### src/rtl/ram_loader.sv
// rtl/ram_loader.sv - byte-stream RAM loader with readback checksum verify
//
// Accepts CMD, ADDR, COUNT header bytes followed by COUNT payload bytes
// (COUNT 0 = 256), writes the payload to consecutive RAM addresses in the
// bank chosen by CMD bit0, then reads the range back and compares 8-bit sums.
//
// Ports:
//   i_clk, i_reset        clock, synchronous active-high reset
//   i_rxData/i_rxValid    incoming stream byte and its valid
//   o_rxReady             loader accepts the byte (handshake = valid & ready)
//   o_address/o_addressEn RAM address and address-register load strobe
//   o_writeData/o_writeEn RAM write data and write strobe
//   o_readDataSelect      RAM bank select (1 = data, 0 = program)
//   o_outEnable           RAM read enable
//   i_readData            RAM read data (combinational from registered address)
//   o_busy                loader owns the RAM
//   o_done                one-cycle pulse at the end of verify
//   o_error               readback checksum mismatch, held until next CMD byte

module ram_loader (
  input  logic       i_clk,
  input  logic       i_reset,
  input  logic [7:0] i_rxData,
  input  logic       i_rxValid,
  output logic       o_rxReady,
  output logic [7:0] o_address,
  output logic       o_addressEn,
  output logic [7:0] o_writeData,
  output logic       o_writeEn,
  output logic       o_readDataSelect,
  output logic       o_outEnable,
  input  logic [7:0] i_readData,
  output logic       o_busy,
  output logic       o_done,
  output logic       o_error
);

  typedef enum logic [2:0] {
    S_IDLE,
    S_HDR_ADDR,
    S_HDR_COUNT,
    S_WRITE,
    S_RELOAD,
    S_READ,
    S_DONE
  } state_t;

  state_t     r_state;
  logic [7:0] r_start;
  logic [8:0] r_count;
  logic [8:0] r_left;
  logic [7:0] r_wsum;
  logic [7:0] r_rsum;

  logic       w_hs;
  logic [7:0] w_rsum_next;

  assign w_hs        = i_rxValid & o_rxReady;
  assign w_rsum_next = r_rsum + i_readData;

  always_ff @(posedge i_clk) begin
    if (i_reset) begin
      r_state          <= S_IDLE;
      r_start          <= 8'h00;
      r_count          <= 9'd0;
      r_left           <= 9'd0;
      r_wsum           <= 8'h00;
      r_rsum           <= 8'h00;
      o_rxReady        <= 1'b0;
      o_address        <= 8'hFF;
      o_addressEn      <= 1'b0;
      o_writeData      <= 8'h00;
      o_writeEn        <= 1'b0;
      o_readDataSelect <= 1'b0;
      o_outEnable      <= 1'b0;
      o_busy           <= 1'b0;
      o_done           <= 1'b0;
      o_error          <= 1'b0;
    end else begin
      // strobes are single-cycle unless a state re-asserts them
      o_writeEn   <= 1'b0;
      o_addressEn <= 1'b0;
      o_done      <= 1'b0;
      case (r_state)
        S_IDLE: begin
          o_rxReady <= 1'b1;
          if (w_hs) begin
            o_readDataSelect <= i_rxData[0];
            o_error          <= 1'b0;
            o_busy           <= 1'b1;
            r_state          <= S_HDR_ADDR;
          end
        end
        S_HDR_ADDR: begin
          if (w_hs) begin
            r_start <= i_rxData;
            r_state <= S_HDR_COUNT;
          end
        end
        S_HDR_COUNT: begin
          if (w_hs) begin
            r_count     <= (i_rxData == 8'h00) ? 9'd256 : {1'b0, i_rxData};
            r_left      <= (i_rxData == 8'h00) ? 9'd256 : {1'b0, i_rxData};
            // preload the RAM address so the first payload byte can be
            // written on the cycle right after its handshake
            o_address   <= r_start;
            o_addressEn <= 1'b1;
            r_wsum      <= 8'h00;
            r_state     <= S_WRITE;
          end
        end
        S_WRITE: begin
          if (o_rxReady) begin
            if (i_rxValid) begin
              o_writeData <= i_rxData;
              o_writeEn   <= 1'b1;
              o_address   <= o_address + 8'd1;
              o_addressEn <= 1'b1;
              r_wsum      <= r_wsum + i_rxData;
              r_left      <= r_left - 9'd1;
              if (r_left == 9'd1) begin
                o_rxReady <= 1'b0;
              end
            end
          end else begin
            // ready already dropped: this cycle carries the final write,
            // so point the RAM back at the start for readback
            o_address   <= r_start;
            o_addressEn <= 1'b1;
            o_outEnable <= 1'b1;
            r_rsum      <= 8'h00;
            r_left      <= r_count;
            r_state     <= S_RELOAD;
          end
        end
        S_RELOAD: begin
          o_address   <= o_address + 8'd1;
          o_addressEn <= 1'b1;
          r_state     <= S_READ;
        end
        S_READ: begin
          r_rsum <= w_rsum_next;
          r_left <= r_left - 9'd1;
          if (r_left == 9'd1) begin
            o_outEnable <= 1'b0;
            o_done      <= 1'b1;
            o_error     <= (w_rsum_next != r_wsum);
            r_state     <= S_DONE;
          end else begin
            o_address   <= o_address + 8'd1;
            o_addressEn <= 1'b1;
          end
        end
        S_DONE: begin
          o_busy    <= 1'b0;
          o_rxReady <= 1'b1;
          r_state   <= S_IDLE;
        end
        default: begin
          r_state <= S_IDLE;
        end
      endcase
    end
  end

endmodule
### config.mk
export PLATFORM = sky130hd
export DESIGN_NAME = ram_loader
export DESIGN_NICKNAME = d
export VERILOG_FILES = /design/src/rtl/ram_loader.sv
export SDC_FILE = /design/constraint.sdc
export NUM_CORES = 1
export LEC_CHECK = 0
export CAP_MARGIN = 20
export CELL_PAD_IN_SITES_DETAIL_PLACEMENT = 1
export CELL_PAD_IN_SITES_GLOBAL_PLACEMENT = 2
export CORE_AREA = 4 4 112 114
export DETAILED_ROUTE_END_ITERATION = 10
export DIE_AREA = 0 0 116 118
export PLACE_DENSITY = 0.82
export SYNTH_ARGS = -nofsm -noshare
export SYNTH_HDL_FRONTEND = slang
export SYNTH_SLANG_ARGS = --single-unit
### constraint.sdc
create_clock -name i_clk -period 2.7 [get_ports i_clk]
set_input_delay 0.27 -clock i_clk [delete_from_list [all_inputs] [get_ports i_clk]]
set_output_delay 0.27 -clock i_clk [all_outputs]
set_load 0.02 [all_outputs]
==> impl_results.md, run 1 <==
* Synth Warn # at 0
* Crit path DAT at 2.62 ns
* Crit-path max FO at 2
* Synthesis-to-finish area growth at 21.37%
* Top cells by count, synth: dfxtp_1 (69), nor2_1 (67), a21oi_1 (37), nand2_1 (37), mux2i_1 (20)
* Share of cells above drive strength 1 at roughly 7%
* Clock Sinks at between 60 and 70
* MaxCap Viol Count at 0
* Reg2reg start: r_state[2]
* Cell mode on critical path: nand4_1
* Starting Density at about a third
* PostCTS Resize Cnt at 0
* Initial antenna violation count at 0
* Post-synth top flop: dfxtp_1
* Seq/Total Area, Yosys at approximately 36%
* Largest family of logic cells by synthesized area: simple AND/OR/NAND/NOR gates
* Worst setup path class: input pin to register
* Clk slew on worst S/H paths at roughly 0.05 ns
* Buffers on Ports at between 40 and 50
* Syn Nets at a little over 500
* GRT Util Overall at between 15 and 20%
* Worst-skew pair later-pin latency at around 0.33 ns
* Hold_sp: o_writeData[1]
* Element type at the critical path start: input pin
* Synth Area in Simple Gates at a little under a quarter
* Finished Core Util at 41.32%
* Power Dens Cells at a little under 500 nW/um^2
* DR vias at 3566
* Final WL at 11560 um
* Count of different cell masters after synthesis at 60
* DP Wirelength at between 8000 and 9000 um
* Largest net degree at the start of global routing at 43
* RR Endpoint: r_left[7]
* Worst rel slew slack at about a third
* Hold-fix buffers, CTS at 0
* Mean Syn Cell Area at about 8.3 sq um
* Clock Tree Root: clkbuf_16
* Hold Slack at between 0.4 and 0.5 ns
* H-tree Lvls at 3
* Worst R2R Setup Slack at between 0.3 and 0.4 ns
* Slowest-stage cell, CP: clkdlybuf4s50_1
* Die footprint at approximately 14000 sq um
* Post-layout min period at roughly 2.4 ns
* DRC errors left at 0
* Maximum clock rate at between 400 and 500 MHz
* Final ANT Viol Nets at 0
* Final hold vios at 0
* Period utilisation layout at between 80% and 90%
* Unrepaired setup endpoints after global routing: no
* Mean routed wirelength per cell at 17.65 um
* Setup Fix Bufs, Post-CTS at 0
* GPL Wtd Cong at 0.8910
* DRT Pass-1 Iters at 4
* Status: finished clean
* Diode count at 0
* Crit. End Element: register
* Grt total ovfl at 0
* Core box area at around 11000 sq um
* Crit path required time at slightly below 3 ns
* CP Cell Sequence: clkdlybuf4s50_1 > ha_1 > fa_1 > xor2_1 > a41oi_1 > nand4_1 > a2111oi_0 > nand4_1 > o21a_1
* Die X at 116 um
* Asr flop ratio synth at 0%
* Post-Syn Area at between 3000 and 4000 sq um
* Iter 0 DRT Violations at ~230
* Peak supply drop at 0.0003558 V
* Adder-Cell Fraction of Synth Area at 6.501%
* Post-synth top area share at between 30% and 40%
* CTS tree: done
* Seq cells post-synth at ~70
* Worst Hold Depth at 2
* Synth top area cells: dfxtp_1 (36%), nor2_1 (6.5%), ha_1 (5.5%), mux2i_1 (5.1%), a21oi_1 (4.8%)
* Number of flops mapped to enable cells by yosys at 0
* Synth Area in Compound Gates at 20.50%
* Num ports at 43
* Setup TNS at 0 ns
* R2R depth at 6
* Clock buffer depth at 2
* Post-synth top area cell: dfxtp_1
* Xor/xnor share of the synthesized area at 4.055%
* Hold Crit Class: register to register
* Worst Hold Path EP: o_writeData[1]
* Most used standard cell by instance count after synthesis: dfxtp_1
* Row cnt at 39
* Global-route wire length before repair at 19020 um
* Layout Skew at about 0.0053 ns
* Leakage power at between 1.5 and 2 nW
* Final Setup Violations at 0
* Max-slew violations at 0
* Number of global-route vias before repair at around 3700
* Die height at 118 um
* Mux cell area share after synthesis at roughly 5.7%
* Num CTS Buffers at 9
* Fin nets at around 550
* Crit-path max cell delay at around 0.47 ns
* Via-per-instance ratio at approximately 5.4
* Worst slew pin tran at slightly below 1 ns
* Mapped Cells at roughly 470
## worst max-delay path, delay by kind of cell
| kind | cells | cell delay [ns] |
|---|---|---|
| AO/OA/AOI/OAI | 3 | 0.74 |
| XOR/XNOR | 1 | 0.17 |
| adder cells (fa/ha/maj) | 2 | 0.68 |
| buffers and inverters | 1 | 0.47 |
| AND/OR/NAND/NOR | 2 | 0.28 |
## per-stage QoR
step | cell area [sq um] | worst slack, ns | power (W) | std cells
floorplan | 3887 | 0.5031 | 0.001215 | 469
global placement | 4482 | 0.1149 | 0.001313 | 643
detailed placement | 4482 | 0.05027 | 0.001318 | 643
CTS | 4718 | 0.2998 | 0.002348 | 655
global route | 4718 | 0.1870 | 0.002419 | 655
finish | 4718 | 0.3069 | 0.002313 | 655
## cell usage in the layout (no fill, tap or decap), types with 6 or more instances in the layout
cell type,instances
xnor2_1,13
nor4_1,6
inv_1,13
a21oi_1,37
mux2i_1,20
a22oi_1,18
ha_1,17
nor2_1,67
buf_4,17
clkbuf_16,9
nand2_1,37
nand2b_1,9
dfxtp_1,69
clkdlybuf4s50_1,41
o21ai_1,9
o21ai_0,13
nor3_1,13
nand3_1,11
## state kept, by name, indices dropped and copies added (netlist names), 3 cells and up
signal / cells
o_address: 8
o_writeData: 8
r_count: 9
r_left: 9
r_rsum: 8
r_start: 8
r_state: 3
r_wsum: 8
## routing by layer
| metal | wire length (um) | vias to the layer above | GRT usage, % |
|---|---|---|---|
| met4 | 117 | 0 | 4.859 |
| met2 | 5234 | 66 | 27.30 |
| met1 | 5595 | 1724 | 23.99 |
| li1 | - | 1768 | - |
| met3 | 615 | 8 | 4.165 |
| met5 | 0 | - | 0 |
## layout make-up
| type | count | area (sq um) |
|---|---|---|
| Clock buffer | 12 | 236.5 |
| Fill cell | 1362 | 6700 |
| Inverter | 13 | 48.80 |
| Multi-Input combinational cell | 359 | 2330 |
| Sequential cell | 69 | 1381 |
| Tap cell | 143 | 178.9 |
| Timing Repair Buffer | 59 | 543.0 |
## worst max path at each step
stage,startpoint,endpoint,slack (ns),depth (start not counted)
after floorplan,r_rsum[0],o_error,0.50,8
after detailed placement,i_readData[0],o_error,0.05,10
after global routing,r_state[2],r_left[7],0.19,6
final,i_readData[0],o_error,0.31,9
after global placement,i_readData[0],o_error,0.11,10
after CTS,i_readData[0],o_error,0.30,9
## where the power goes
group	internal, W	switching, W	total, W
clock network	0.000601	0.000416	0.00102
registers	0.00103	0.0000210	0.00106
logic	0.000108	0.000133	0.000241
## kinds of logic after synthesis
family / Yosys count
and+or+nand+nor: 179
DFF: 69
buffers and inverters: 41
AOI/OAI and AO/OA: 121
muxes: 22
adders and majority gates: 19
xor gates and xnor gates: 18
(Power assumes the default switching activity.)
==> run 2: changes to the inputs <==
- PLACE_DENSITY: 0.82 -> 0.76
==> run 2 against run 1 <==
Net effect:
- clock skew is 0.0020 ns lower
- first-iteration DRC count is 22% lower
- highest routed layer unchanged
- flip-flop and latch count unchanged
- largest power group is now clock
- via count up 0.84%
- combinational power about the same
- critical endpoint unchanged
- worst setup slack better by 0.044 ns
- register-to-register slack improved by 0.04 ns
- routed wire length grew 1.0%
==> impl_results.md, run 2 (same netlist as run 1, synthesis figures left out) <==
* Status: finished clean
* Final Setup Violations at 0
* Setup Fix Bufs, Post-CTS at 0
* Area of the multi-input gates at ~2300 sq um
* PostCTS Resize Cnt at 0
* Layout Skew at 0.003331 ns
* Setup ws final at approximately 0.35 ns
* Grt total ovfl at 0
* Number of global-route vias before repair at ~3800
* DRC errors left at 0
* Crit-path max cell delay at approximately 0.42 ns
* Diode count at 0
* Final hold vios at 0
* Crit. End Element: register
* Die X at ~120 um
* Crit path required time at between 2 and 3 ns
* Unrepaired setup endpoints after global routing: no
* Die height at 118 um
* Core box area at roughly 11000 sq um
* Worst Hold Depth at 2
* R2R depth at 9
* CTS tree: done
* DRT Pass-1 Iters at 5
* Buffers on Ports at 42
* Max-slew violations at 0
* H-tree Lvls at 3
* Crit path DAT at 2.58 ns
* Clk slew on worst S/H paths at roughly 0.06 ns
* Via-per-instance ratio at roughly 5.5
* Iter 0 DRT Violations at about 180
* Global-route wire length before repair at 19790 um
* Worst setup path class: input pin to register
* Post-layout min period at roughly 2.3 ns
* Worst Hold Path EP: o_writeData[0]
* Leakage power at ~1.8 nW
* Row cnt at 39
* Crit-path max FO at 4
* Fillers at about 1300
* Clock Tree Root: clkbuf_16
* CP Cell Sequence: clkdlybuf4s50_1 > ha_1 > fa_1 > a21o_1 > a21oi_1 > buf_4 > xnor2_1 > a222oi_1 > nand4_1 > o21a_1
* Largest net degree at the start of global routing at 55
* Final ANT Viol Nets at 0
* Dpl ws at between 0.03 and 0.04 ns
* Clock buffer depth at 2
* Peak supply drop at about 0.00044 V
* RR Endpoint: o_error
* Num CTS Buffers at 9
* GRT Util Overall at between 10% and 20%
* Hold-fix buffers, CTS at 0
* Hold Crit Class: register to register
* Reg2reg start: r_rsum[0]
* Most frequent cells in the layout: dfxtp_1 (69), nor2_1 (67), clkdlybuf4s50_1 (41)
* DR vias at ~3600
* Num ports at 43
* Die footprint at between 10000 and 15000 sq um
* Worst-skew pair later-pin latency at ~0.33 ns
* Period utilisation layout at between 80% and 90%
* GPL Wtd Cong at 0.8418
* Worst R2R Setup Slack at roughly 0.4 ns
* Setup TNS at 0 ns
* Commonest non-fill, non-tap cell in the layout: dfxtp_1
* Initial antenna violation count at 0
* Starting Density at roughly 34%
* Worst slew pin tran at a little under 1 ns
* DP Wirelength at around 8500 um
* MaxCap Viol Count at 0
* Hold_sp: o_writeData[0]
* Synthesis-to-finish area growth at 24.17%
* Power Dens Cells at about 550 nW/um^2
* Maximum clock rate at 425.8 MHz
* Fin nets at ~550
* Clock Sinks at 69
* Top flop regs: r_count: 9 flops, r_left: 9 flops
* Slowest-stage cell, CP: fa_1
* Share of cells above drive strength 1 at 8.333%
* Mean routed wirelength per cell at about 18 um
* Element type at the critical path start: input pin
* Final WL at 11680 um
* Worst rel slew slack at approximately a third
* Storage cell area at about 1400 sq um
-- run 2: changes by cell type in the layout (fill, tap and decap cells not counted) --
| cell | previous run | this run |
|---|---|---|
| bufinv_16 | 0 | 2 |
| clkbuf_1 | 3 | 0 |
| clkbuf_8 | 0 | 4 |
| clkinv_2 | 0 | 1 |
-- run 2: area by class of cell --
class | instances | share of cell area [%]
Tap cell | 143 | 3.707
Inverter | 13 | 1.011
Multi-Input combinational cell | 359 | 48.26
Clock inverter | 3 | 1.348
Timing Repair Buffer | 59 | 11.25
Clock buffer | 13 | 5.806
Sequential cell | 69 | 28.62
-- run 2: power by group --
group	internal [W]	leakage (nW)	switching, W
Sequential	0.00103	0.557	0.0000205
Combinational	0.000109	1.10	0.000135
Clock	0.000908	0.172	0.000443
-- run 2: layer usage --
| metal | wire, um | GRT usage, % | vias to the layer above |
|---|---|---|---|
| met5 | 0 | 0 | - |
| met4 | 123 | 4.641 | 0 |
| met3 | 434 | 4.884 | 11 |
| met2 | 5459 | 28.71 | 60 |
| met1 | 5664 | 24.43 | 1749 |
| li1 | - | - | 1776 |
-- run 2: metrics by stage --
step	hold WS, ns	std cells	total power (W)	util [%]	instance area [sq um]
2_1_floorplan	0.4060	469	0.001215	-	3887
3_3_place_gp	0.4447	643	0.001316	39.25	4482
3_5_place_dp	0.4497	643	0.001322	39.25	4482
4_1_cts	0.4621	659	0.002694	42.27	4827
5_1_grt	0.4903	659	0.002772	42.27	4827
6_report	0.4543	659	0.002649	42.27	4827
-- run 2: critical path, delay by kind of cell --
| kind | cells | cell delay, ns |
|---|---|---|
| buffers and inverters | 2 | 0.59 |
| AOI/OAI and AO/OA | 4 | 0.85 |
| and+or+nand+nor | 1 | 0.15 |
| xor gates and xnor gates | 1 | 0.06 |
| adders and majority gates | 2 | 0.66 |
-- run 2: worst max-delay path by stage --
| stage | start | end | slack, ns | cells past startpoint |
|---|---|---|---|---|
| floorplan | r_rsum[0] | o_error | 0.50 | 8 |
| detailed placement | i_readData[0] | o_error | 0.04 | 10 |
| CTS | i_readData[0] | o_error | 0.38 | 10 |
| finish | i_readData[0] | o_error | 0.35 | 10 |
| global route | r_state[2] | r_left[2] | 0.20 | 6 |
| global placement | i_readData[0] | o_error | 0.1 | 10 |
==> run 3: changes to the inputs <==
- ABC_CLOCK_PERIOD_IN_PS: unset -> 2700
- CORE_AREA: 4 4 112 114 -> 4 4 111 113
- CTS_BUF_LIST: unset -> sky130_fd_sc_hd__clkbuf_8
- DIE_AREA: 0 0 116 118 -> 0 0 115 117
- PLACE_DENSITY: 0.76 -> 0.77
==> run 3 against run 2 <==
Net effect:
- non-clock buffer count increased by 1
- routed wire length is 0.74% lower
- flip-flop and latch count unchanged
- worst hold slack better by 0.0092 ns
- critical path depth is 4 lower
- total power down 21%
- clock skew increased by 0.0079 ns
- sequential power is essentially flat
- combinational power is essentially flat
- register-to-register slack worse by 0.08 ns
- cell area is 3.3% lower
- largest cell class unchanged
==> impl_results.md, run 3 (same netlist as run 1, synthesis figures left out) <==
* Final hold vios at 0
* Crit path required time at 2.92 ns
* Layout Skew at around 0.011 ns
* Met3 Use GR at between 3 and 4%
* Diode count at 0
* Worst setup path class: register to register
* Finished Core Util at roughly two fifths
* Period utilisation layout at 88.16%
* Row cnt at 39
* Core box area at 11320 sq um
* Global-route wire length before repair at slightly below 20000 um
* Clock buffer depth at 2
* Clock Sinks at between 60 and 70
* GRT Util Overall at between 15 and 20%
* Most frequent cells in the layout: dfxtp_1 (69), nor2_1 (67), clkdlybuf4s50_1 (41)
* PostCTS Resize Cnt at 0
* Met1 Usage GRT at 24.42%
* Grt total ovfl at 0
* Final ANT Viol Nets at 0
* Setup Fix Bufs, Post-CTS at 0
* Post-layout min period at about 2.4 ns
* DR vias at around 3600
* Leakage power at approximately 1.8 nW
* Largest net degree at the start of global routing at between 40 and 50
* Share of cells above drive strength 1 at roughly 8%
* Die height at around 120 um
* CTS tree: done
* Hold Crit Class: register to register
* Buffers on Ports at 42
* Maximum clock rate at approximately 420 MHz
* Hold Slack at between 0.4 and 0.5 ns
* Final WL at between 10000 and 15000 um
* Worst rel slew slack at between 30% and 40%
* Hold-fix buffers, CTS at 0
* GPL Wtd Cong at between 0.7 and 0.8
* Final Setup Violations at 0
* Worst-skew pair later-pin latency at 0.36 ns
* H-tree Lvls at 3
* DRT Pass-1 Iters at 4
* Element type at the critical path start: register
* Starting Density at between 30% and 40%
* Number of global-route vias before repair at approximately 3700
* DRC errors left at 0
* Status: finished clean
* Initial antenna violation count at 0
* Met2 Use GR at about 29%
* Synthesis-to-finish area growth at 20.05%
* Crit. End Element: register
* Worst slew pin tran at 0.9578 ns
* Clock Tree Root: clkbuf_8
* Crit-path max FO at 14
* Power Dens Cells at between 400 and 500 nW/um^2
* Setup TNS at 0 ns
* Num ports at 43
* Die footprint at 13460 sq um
* DP Wirelength at between 8000 and 9000 um
* Fin nets at between 500 and 600
* Clk slew on worst S/H paths at about 0.07 ns
* Crit path DAT at about 2.6 ns
* Iter 0 DRT Violations at between 150 and 200
* Max-slew violations at 0
* Mean routed wirelength per cell at about 18 um
* Unrepaired setup endpoints after global routing: no
* GR peak layer: met2
* Via-per-instance ratio at between 5 and 6
* MaxCap Viol Count at 0
* Commonest non-fill, non-tap cell in the layout: dfxtp_1
* Die X at 115 um
* Top flop regs: r_count: 9 flops, r_left: 9 flops
* Num CTS Buffers at 9
* Peak supply drop at 0.0001943 V
[run 3: changes by cell type in the layout (fill, tap and decap cells not counted), sizes merged]
cell,change
inv,+2
clkbuf,-1
bufinv,-2
buf,+1
[run 3: metrics by stage]
stage          setup WS, ns  std cells  instance area (sq um)  power, W
2_1_floorplan        0.5031        469                   3887  0.001215
3_3_place_gp         0.1245        644                   4489  0.001317
3_5_place_dp        0.04339        644                   4489  0.001322
4_1_cts              0.2441        659                   4667  0.002122
5_1_grt             0.09580        659                   4667  0.002186
6_report             0.3196        659                   4667  0.002087
[run 3: worst paths after layout]
kind                  startpoint              to  slack, ns  cells past startpoint
setup / recovery      r_state[2]       r_left[7]       0.32                      6
hold / removal    o_writeData[3]  o_writeData[3]       0.46                      2
setup reg to reg      r_state[2]       r_left[7]       0.32                      6
hold reg to reg   o_writeData[3]  o_writeData[3]       0.46                      2
[run 3: layer usage]
layer | up-vias | share of wire, %
met5 | - | 0
met4 | 0 | 2.0
met3 | 17 | 3.8
met2 | 55 | 45
met1 | 1734 | 50
li1 | 1771 | -
[run 3: area by class of cell]
type,instances,area (sq um)
Clock inverter,3,12.51
Fill cell,1354,6654
Inverter,13,48.80
Timing Repair Buffer,60,550.5
Tap cell,143,178.9
Clock buffer,12,165.2
Sequential cell,69,1381
Multi-Input combinational cell,359,2330
[run 3: critical path, cell delays in order (launching register included)]
cell,delay [ns]
dfxtp_1,0.51
and3b_1,0.24
o21ai_1,0.74
nor3_1,0.15
a221o_1,0.34
a22oi_1,0.19
nor2_1,0.05
[run 3: where the power goes]
group          total (W)  switching (W)  internal, W  leakage (nW)
sequential       0.00105      0.0000183      0.00103         0.557
combinational   0.000246       0.000136     0.000110          1.11
clock           0.000790       0.000394     0.000396         0.101
